--- src/rtl/adc_seq_sched_pkg.sv ---
// Shared types for the ADC conversion scheduler: FSM states, owner tag, widths.
// next_set() finds the first enabled scan channel at or after a start index.
package adc_sched_pkg;

   localparam int ADC_W = 12;
   localparam int CH_W  = 3;
   localparam int IDX_W = 3;

   typedef enum logic [2:0] {
      IDLE,
      GRANT,
      START,
      WAIT,
      STORE
   } sched_state_t;

   typedef struct packed {
      logic             is_scan;
      logic [IDX_W-1:0] idx;
   } owner_t;

   function automatic logic [CH_W-1:0] next_set(input logic [(1<<CH_W)-1:0] mask,
                                                input logic [CH_W-1:0]      start);
      logic [CH_W-1:0] c;
      next_set = start;
      // Walk downward so the closest set bit (smallest offset) is the last one kept.
      for (int i = (1 << CH_W) - 1; i >= 0; i--) begin
         c = start + CH_W'(i);
         if (mask[c]) next_set = c;
      end
   endfunction

endpackage

--- src/rtl/adc_seq_sched_if.sv ---
// Client request/ack bus plus converter start/done handshake.
// master = scheduler side, slave = clients + ADC serial controller side.
interface adc_seq_sched_if #(
   parameter int NREQ = 4
);
   logic [NREQ-1:0]                               req;
   logic [NREQ-1:0][adc_sched_pkg::CH_W-1:0]      req_ch;
   logic [NREQ-1:0]                               ack;
   logic [adc_sched_pkg::ADC_W-1:0]               rslt;
   logic                                          conv_start;
   logic [adc_sched_pkg::CH_W-1:0]                conv_ch;
   logic                                          conv_busy;
   logic                                          conv_done;
   logic [adc_sched_pkg::ADC_W-1:0]               conv_data;

   modport master (
      input  req, req_ch, conv_busy, conv_done, conv_data,
      output ack, rslt, conv_start, conv_ch
   );

   modport slave (
      output req, req_ch, conv_busy, conv_done, conv_data,
      input  ack, rslt, conv_start, conv_ch
   );
endinterface

--- src/rtl/adc_seq_sched_rr_arbiter.sv ---
// Rotating-priority arbiter, one-hot grant, combinational; priority starts after the last advanced grant.
// adv moves the pointer past the current winner; with no request the pointer holds.
module rr_arbiter #(
   parameter  int N  = 4,
   localparam int IW = (N > 1) ? $clog2(N) : 1
) (
   input  logic          clk,
   input  logic          rst,
   input  logic [N-1:0]  req,
   input  logic          adv,
   output logic [N-1:0]  gnt,
   output logic [IW-1:0] gnt_idx
);

   logic [IW-1:0] ptr_q, ptr_d;
   logic [IW-1:0] k;
   logic          any;

   always_comb begin
      gnt     = '0;
      gnt_idx = '0;
      any     = 1'b0;
      k       = '0;
      for (int i = N - 1; i >= 0; i--) begin
         k = IW'((int'(ptr_q) + i) % N);
         if (req[k]) begin
            gnt_idx = k;
            any     = 1'b1;
         end
      end
      if (any) gnt[gnt_idx] = 1'b1;

      ptr_d = ptr_q;
      if (adv && any) ptr_d = (gnt_idx == IW'(N - 1)) ? '0 : gnt_idx + 1'b1;
   end

   always_ff @(posedge clk) begin
      if (rst) ptr_q <= '0;
      else     ptr_q <= ptr_d;
   end

endmodule

--- src/rtl/adc_seq_sched.sv ---
// Arbitrates one-shot client conversions and a background channel scan onto one serial ADC.
// req->conv_start 3 cycles min; conv_done->ack 1 cycle; stalls in START while conv_busy, aborts after TIMEOUT.
module adc_seq_sched
   import adc_sched_pkg::*;
#(
   parameter int NREQ     = 4,
   parameter int NCH      = 8,
   parameter int SCAN_DIV = 2500,
   parameter int TIMEOUT  = 4095
) (
   input  logic                       clk,
   input  logic                       rst,
   adc_seq_sched_if.master            bus,
   input  logic                       scan_en,
   input  logic [NCH-1:0]             scan_mask,
   output logic [NCH-1:0][ADC_W-1:0]  chan_data,
   output logic [NCH-1:0]             chan_fresh,
   input  logic [NCH-1:0]             chan_clr,
   output logic                       err_timeout
);

   localparam int CIW    = (NREQ > 1) ? $clog2(NREQ) : 1;
   localparam int TICK_W = (SCAN_DIV > 1) ? $clog2(SCAN_DIV) : 1;
   localparam int TMO_W  = $clog2(TIMEOUT + 1);

   sched_state_t              state_q, state_d;
   owner_t                    owner_q, owner_d;
   logic [CH_W-1:0]           conv_ch_q, conv_ch_d;
   logic                      conv_start_q, conv_start_d;
   logic [NREQ-1:0]           ack_q, ack_d;
   logic [ADC_W-1:0]          rslt_q, rslt_d;
   logic [NCH-1:0][ADC_W-1:0] data_q, data_d;
   logic [NCH-1:0]            fresh_q, fresh_d;
   logic                      err_q, err_d;
   logic [CH_W-1:0]           scan_ptr_q, scan_ptr_d;
   logic [TICK_W-1:0]         tick_q, tick_d;
   logic                      pend_q, pend_d;
   logic [TMO_W-1:0]          tmo_q, tmo_d;
   logic                      tick_hit;

   logic [NREQ-1:0]           rr_gnt;
   logic [CIW-1:0]            rr_idx;
   logic                      rr_adv;

   rr_arbiter #(.N(NREQ)) u_rr (
      .clk     (clk),
      .rst     (rst),
      .req     (bus.req),
      .adv     (rr_adv),
      .gnt     (rr_gnt),
      .gnt_idx (rr_idx)
   );

   always_comb begin
      state_d      = state_q;
      owner_d      = owner_q;
      conv_ch_d    = conv_ch_q;
      conv_start_d = 1'b0;
      ack_d        = '0;
      rslt_d       = rslt_q;
      data_d       = data_q;
      fresh_d      = fresh_q & ~chan_clr;
      err_d        = err_q;
      scan_ptr_d   = scan_ptr_q;
      tmo_d        = tmo_q;
      rr_adv       = 1'b0;
      pend_d       = pend_q;
      tick_hit     = (tick_q == TICK_W'(SCAN_DIV - 1));
      tick_d       = tick_hit ? '0 : tick_q + 1'b1;

      case (state_q)
         IDLE: begin
            if (|rr_gnt) begin
               owner_d = '{is_scan: 1'b0, idx: IDX_W'(rr_idx)};
               rr_adv  = 1'b1;
               state_d = GRANT;
            end else if (scan_en && pend_q && (|scan_mask)) begin
               owner_d = '{is_scan: 1'b1, idx: IDX_W'(next_set(scan_mask, scan_ptr_q))};
               pend_d  = 1'b0;
               state_d = GRANT;
            end
         end
         GRANT: begin
            conv_ch_d = owner_q.is_scan ? owner_q.idx[CH_W-1:0]
                                        : bus.req_ch[owner_q.idx[CIW-1:0]];
            state_d   = START;
         end
         START: begin
            if (!bus.conv_busy) begin
               conv_start_d = 1'b1;
               tmo_d        = '0;
               state_d      = WAIT;
            end
         end
         WAIT: begin
            if (bus.conv_done) begin
               state_d = STORE;
               if (owner_q.is_scan) begin
                  data_d[conv_ch_q]  = bus.conv_data;
                  fresh_d[conv_ch_q] = 1'b1;
                  scan_ptr_d         = conv_ch_q + 1'b1;
               end else begin
                  ack_d[owner_q.idx[CIW-1:0]] = 1'b1;
                  rslt_d                      = bus.conv_data;
               end
            end else if (tmo_q == TMO_W'(TIMEOUT)) begin
               // Abandoned client keeps its req up and is simply re-arbitrated.
               err_d   = 1'b1;
               state_d = IDLE;
               if (owner_q.is_scan) scan_ptr_d = conv_ch_q + 1'b1;
            end else begin
               tmo_d = tmo_q + 1'b1;
            end
         end
         STORE: begin
            state_d = IDLE;
         end
         default: begin
            state_d = IDLE;
         end
      endcase

      if (tick_hit) pend_d = 1'b1;
   end

   always_ff @(posedge clk) begin
      if (rst) begin
         state_q      <= IDLE;
         owner_q      <= '0;
         conv_ch_q    <= '0;
         conv_start_q <= 1'b0;
         ack_q        <= '0;
         rslt_q       <= '0;
         data_q       <= '0;
         fresh_q      <= '0;
         err_q        <= 1'b0;
         scan_ptr_q   <= '0;
         tick_q       <= '0;
         pend_q       <= 1'b0;
         tmo_q        <= '0;
      end else begin
         state_q      <= state_d;
         owner_q      <= owner_d;
         conv_ch_q    <= conv_ch_d;
         conv_start_q <= conv_start_d;
         ack_q        <= ack_d;
         rslt_q       <= rslt_d;
         data_q       <= data_d;
         fresh_q      <= fresh_d;
         err_q        <= err_d;
         scan_ptr_q   <= scan_ptr_d;
         tick_q       <= tick_d;
         pend_q       <= pend_d;
         tmo_q        <= tmo_d;
      end
   end

   assign bus.ack        = ack_q;
   assign bus.rslt       = rslt_q;
   assign bus.conv_start = conv_start_q;
   assign bus.conv_ch    = conv_ch_q;
   assign chan_data      = data_q;
   assign chan_fresh     = fresh_q;
   assign err_timeout    = err_q;

endmodule

--- src/flat_wrapper.sv ---
// flat-port wrapper written by rule: the top's interface ports become plain ports
module adc_seq_sched_flat import adc_sched_pkg::*;
#(
   parameter int NREQ     = 4,
   parameter int NCH      = 8,
   parameter int SCAN_DIV = 2500,
   parameter int TIMEOUT  = 4095
)
  (clk, rst, scan_en, scan_mask, chan_data, chan_fresh, chan_clr, err_timeout, bus_req, bus_req_ch, bus_conv_busy, bus_conv_done, bus_conv_data, bus_ack, bus_rslt, bus_conv_start, bus_conv_ch);
  adc_seq_sched_if #(.NREQ(NREQ)) bus_i ();
  input  logic clk;
  input  logic rst;
  input  logic scan_en;
  input  logic [NCH-1:0] scan_mask;
  output logic [NCH-1:0][ADC_W-1:0] chan_data;
  output logic [NCH-1:0] chan_fresh;
  input  logic [NCH-1:0] chan_clr;
  output logic err_timeout;
  input wire logic [$bits(bus_i.req)-1:0] bus_req;
  input wire logic [$bits(bus_i.req_ch)-1:0] bus_req_ch;
  input wire logic [$bits(bus_i.conv_busy)-1:0] bus_conv_busy;
  input wire logic [$bits(bus_i.conv_done)-1:0] bus_conv_done;
  input wire logic [$bits(bus_i.conv_data)-1:0] bus_conv_data;
  output wire logic [$bits(bus_i.ack)-1:0] bus_ack;
  output wire logic [$bits(bus_i.rslt)-1:0] bus_rslt;
  output wire logic [$bits(bus_i.conv_start)-1:0] bus_conv_start;
  output wire logic [$bits(bus_i.conv_ch)-1:0] bus_conv_ch;
  assign bus_i.req = bus_req;
  assign bus_i.req_ch = bus_req_ch;
  assign bus_i.conv_busy = bus_conv_busy;
  assign bus_i.conv_done = bus_conv_done;
  assign bus_i.conv_data = bus_conv_data;
  assign bus_ack = bus_i.ack;
  assign bus_rslt = bus_i.rslt;
  assign bus_conv_start = bus_i.conv_start;
  assign bus_conv_ch = bus_i.conv_ch;
  adc_seq_sched #(.NREQ(NREQ), .NCH(NCH), .SCAN_DIV(SCAN_DIV), .TIMEOUT(TIMEOUT)) u_core (.clk(clk), .rst(rst), .bus(bus_i), .scan_en(scan_en), .scan_mask(scan_mask), .chan_data(chan_data), .chan_fresh(chan_fresh), .chan_clr(chan_clr), .err_timeout(err_timeout));
endmodule
--- config.mk ---
export PLATFORM = sky130hd
export DESIGN_NAME = adc_seq_sched_flat
export DESIGN_NICKNAME = d
export VERILOG_FILES = /design/src/rtl/adc_seq_sched_pkg.sv /design/src/rtl/adc_seq_sched_if.sv /design/src/rtl/adc_seq_sched_rr_arbiter.sv /design/src/rtl/adc_seq_sched.sv /design/src/flat_wrapper.sv
export SDC_FILE = /design/constraint.sdc
export NUM_CORES = 1
export LEC_CHECK = 0
export ABC_CLOCK_PERIOD_IN_PS = 2900
export BUFFER_PORTS_ARGS = -buffer_cell sky130_fd_sc_hd__buf_2
export CAP_MARGIN = 20
export CORE_MARGIN = 2
export CORE_UTILIZATION = 49
export DETAILED_ROUTE_END_ITERATION = 10
export GPL_ROUTABILITY_DRIVEN = 0
export GPL_TIMING_DRIVEN = 0
export PLACE_DENSITY = 0.76
export REMOVE_ABC_BUFFERS = 1
export SLEW_MARGIN = 25
export SYNTH_ARGS = -nofsm -noshare
export SYNTH_HDL_FRONTEND = slang
export SYNTH_SLANG_ARGS = --single-unit
--- constraint.sdc ---
create_clock -name clk -period 2.9 [get_ports clk]
set_input_delay 0.29 -clock clk [delete_from_list [all_inputs] [get_ports clk]]
set_output_delay 0.29 -clock clk [all_outputs]
set_load 0.005 [all_outputs]
==> reports/qor.json <==
{
  "status": {"value": "finished, final reports clean"},
  "share_of_synthesized_area_occupied_by_flip_flops_and_latches": {"value": 44.7, "unit": "%"},
  "postSynthAreaPerCell": {"value": 8.69, "unit": "µm²"},
  "worstSetupPathType": {"value": "reg -> reg"},
  "critical_path.endpoint_type": {"value": "flip-flop"},
  "chipHeight": {"value": 126, "unit": "µm"},
  "clock_tree.buffer_depth": {"value": 2},
  "max_freq": {"value": 0.363, "unit": "GHz"},
  "synth_enable_flop_cells": {"value": 0},
  "worst_hold_path.num_cells": {"value": 3},
  "clock_tree.htree_level_count": {"value": 4},
  "placed_cells": {"value": 1133},
  "mapped_cell_area": {"value": 7260, "unit": "µm²"},
  "cts_made_buffers": {"value": 17},
  "num_io_pins": {"value": 174},
  "place_hpwl": {"value": 12700, "unit": "µm"},
  "tritoncts": {"value": "yes"},
  "power.ir.vdd_worst": {"value": 0.000508, "unit": "V"},
  "max-slew-margin-rel": {"value": 40.8, "unit": "%"},
  "clock_sink_count": {"value": 162},
  "buffer_ports.inserted": {"value": 173},
  "final_min_period_over_clock_period": {"value": 94.9, "unit": "%"},
  "drive_gt1_share": {"value": 24.8, "unit": "%"},
  "critical_path.startpoint_type": {"value": "flip-flop"},
  "power.static_leakage": {"value": 3.86, "unit": "nW"},
  "grt_use_total": {"value": 23.0, "unit": "%"},
  "global_route.overflow_total": {"value": 0},
  "initial_core_util": {"value": 50.1, "unit": "%"},
  "synth.lib_cells_used.distinct": {"value": 62},
  "synth.top_cells.by_area": {"value": "sky130_fd_sc_hd__dfxtp_1 (45%), sky130_fd_sc_hd__nand2_1 (8.9%), sky130_fd_sc_hd__mux2i_1 (7.2%)"},
  "pwr_density_cell": {"value": 630, "unit": "nW/µm²"},
  "setup_violations": {"value": 0},
  "num_vias": {"value": 6524},
  "num_antenna_cells": {"value": 0},
  "post_drt_via_cell_ratio": {"value": 5.59},
  "first_global_vias": {"value": 5669},
  "r2r.worst_path.cells": {"value": 11},
  "die_width": {"value": 126, "unit": "µm"},
  "most-common-layout-cells": {"value": "sky130_fd_sc_hd__buf_2 (173), sky130_fd_sc_hd__nand2_1 (172), sky130_fd_sc_hd__dfxtp_1 (160), sky130_fd_sc_hd__a21oi_1 (98), sky130_fd_sc_hd__nor2_1 (80)"},
  "synth.yosys.warnings": {"value": 0},
  "finalNonFillerCells": {"value": 1168},
  "synth.top_cell.area_share": {"value": 44.7, "unit": "%"},
  "hold-worst-slack": {"value": 116, "unit": "ps"},
  "clock_insertion_delay_worst_skew": {"value": 430, "unit": "ps"},
  "num-fill-cells": {"value": 1262},
  "fin_nets": {"value": 1029},
  "async_reset_ff_share": {"value": 0, "unit": "%"},
  "worstPathRequired": {"value": 3200, "unit": "ps"},
  "hold_viol": {"value": 0},
  "clkSlewWorstSetupHoldPaths": {"value": 70, "unit": "ps"},
  "die_area": {"value": 15800, "unit": "µm²"},
  "synth_to_layout_area_growth": {"value": 21.5, "unit": "%"},
  "final_common_cell": {"value": "sky130_fd_sc_hd__buf_2"},
  "post-route-drc-count": {"value": 0},
  "core-area": {"value": 14500, "unit": "µm²"},
  "fp-row-count": {"value": 44},
  "dpl-instance-area": {"value": 8120, "unit": "µm²"},
  "synth-main-ff-cell": {"value": "sky130_fd_sc_hd__dfxtp_1"},
  "power_total": {"value": 5.56, "unit": "mW"},
  "path_max_fanout": {"value": 12},
  "finalWorstPathRequiredPeriod": {"value": 2750, "unit": "ps"},
  "final_wl": {"value": 18900, "unit": "µm"},
  "stdcell_area": {"value": 8820, "unit": "µm²"},
  "timing.clock.skew": {"value": 9.78, "unit": "ps"},
  "drtAntennaViolNets": {"value": 0},
  "grt_first_pass_wirelength": {"value": 29500, "unit": "µm"},
  "clock_root_buffer": {"value": "sky130_fd_sc_hd__clkbuf_16"},
  "initial_drt_markers": {"value": 448},
  "grt_max_degree": {"value": 99},
  "worst_ep_arrival_time": {"value": 3050, "unit": "ps"},
  "syn_inst": {"value": 836},
  "timing.hold.worst.class": {"value": "in -> reg"},
  "max-cap-violations": {"value": 0},
  "antenna_found_initial": {"value": 0},
  "drt_first_pass_iters": {"value": 5},
  "synth_seq_cells": {"value": 162},
  "timing.final.max_slew_violations": {"value": 0},
  "routedWlPerCell": {"value": 16.2, "unit": "µm"},
  "synth_top_cell_by_area": {"value": "sky130_fd_sc_hd__dfxtp_1"},
  "max_slew.worst_pin.slew": {"value": 885, "unit": "ps"}
}
==> area by class of cell <==
| type | count | area [µm²] | area share (%) |
|---|---|---|---|
| clock inverters | 14 | 155 | 1.76 |
| inverters | 14 | 55.1 | 0.624 |
| repair buffers | 177 | 920 | 10.4 |
| well taps | 184 | 230 | 2.61 |
| flip-flops and latches | 162 | 3250 | 36.8 |
| clock buffers | 18 | 439 | 4.98 |
| multi-input cells | 599 | 3770 | 42.8 |
==> metal layers <==
metal / global-route usage, % / vias up / part of all wire [%]
li1: - / 3160 / -
met1: 32.1 / 3073 / 45
met2: 35.7 / 258 / 45
met3: 4.80 / 33 / 7.3
met4: 7.82 / 0 / 2.2
met5: 0 / - / 0
==> registers in the layout, summed over array words and instances, names as in the netlist <==
| signal | count |
|---|---|
| u_core.bus.rslt | 12 |
| u_core.state_q | 3 |
| u_core.chan_data | 96 |
| u_core.chan_fresh | 8 |
| u_core.scan_ptr_q | 3 |
| u_core.owner_q | 4 |
| u_core.bus.conv_start | 1 |
| u_core.pend_q | 1 |
| u_core.tick_q | 12 |
| u_core.err_timeout | 1 |
| u_core.bus.conv_ch | 3 |
| u_core.bus.ack | 4 |
| u_core.tmo_q | 12 |
| u_core.u_rr.ptr_q | 2 |
==> through the flow <==
step	setup TNS, ps	util (%)	worst slack [ps]
2_1_floorplan	-618	-	-317
3_3_place_gp	-15550	55.8	-913
3_5_place_dp	-2110	56.1	-793
4_1_cts	0	60.5	25.9
5_1_grt	-39.5	60.9	-22.5
6_report	0	60.9	148
==> logic make-up after synthesis <==
group | after synthesis | share of synthesized area (%)
simple gates | 331 | 19.8
compound gates | 162 | 13.7
flops | 162 | 44.7
buf+inv | 76 | 4.55
mux | 73 | 12.9
xor+xnor | 23 | 2.88
fa+ha+maj | 9 | 1.55
==> final timing paths <==
kind	start	to	slack, ps
setup / recovery	u_core.u_rr.ptr_q[1]	u_core.owner_q[1]	150
hold reg to reg	u_core.chan_data[80]	u_core.chan_data[80]	450
setup reg to reg	u_core.u_rr.ptr_q[1]	u_core.owner_q[1]	150
hold / removal	chan_clr[2]	u_core.chan_fresh[2]	120
==> where the power goes <==
| part | switching, mW | internal [mW] | total (mW) |
|---|---|---|---|
| logic | 0.512 | 0.361 | 0.873 |
| registers | 0.147 | 2.30 | 2.44 |
| clock network | 0.940 | 1.30 | 2.24 |
==> critical path, cell delays in order, from the launching register on <==
cell and delay (ps):
sky130_fd_sc_hd__dfxtp_1 440, sky130_fd_sc_hd__a21oi_1 100, sky130_fd_sc_hd__o21a_1 180, sky130_fd_sc_hd__o22ai_2 300, sky130_fd_sc_hd__inv_1 130, sky130_fd_sc_hd__ha_1 240, sky130_fd_sc_hd__nor4_4 350, sky130_fd_sc_hd__nor2_4 140
sky130_fd_sc_hd__o21ai_4 280, sky130_fd_sc_hd__inv_1 110, sky130_fd_sc_hd__a221oi_2 250, sky130_fd_sc_hd__o32ai_1 120
==> timing repair <==
action | CTS | global route
gates resized for setup | 9 | 8
gates cloned | 0 | 1
hold buffers | 0 | 0
setup buffers | 0 | 2
pin swaps | 0 | 1
endpoints found under the setup margin | 4 | 3
==> cells in the mapped netlist (all sizes together) (9+ instances only) <==
cell type / instances
a211oi: 13
nand3: 15
mux2i: 54
nand2: 172
inv: 13
ha: 9
buf: 12
nor2: 81
xnor2: 14
and3: 11
clkbuf: 49
a21oi: 98
mux4: 14
o21ai: 11
nand2b: 12
xor2: 9
dfxtp: 162
No activity file was read; power rests on OpenSTA's default activity.
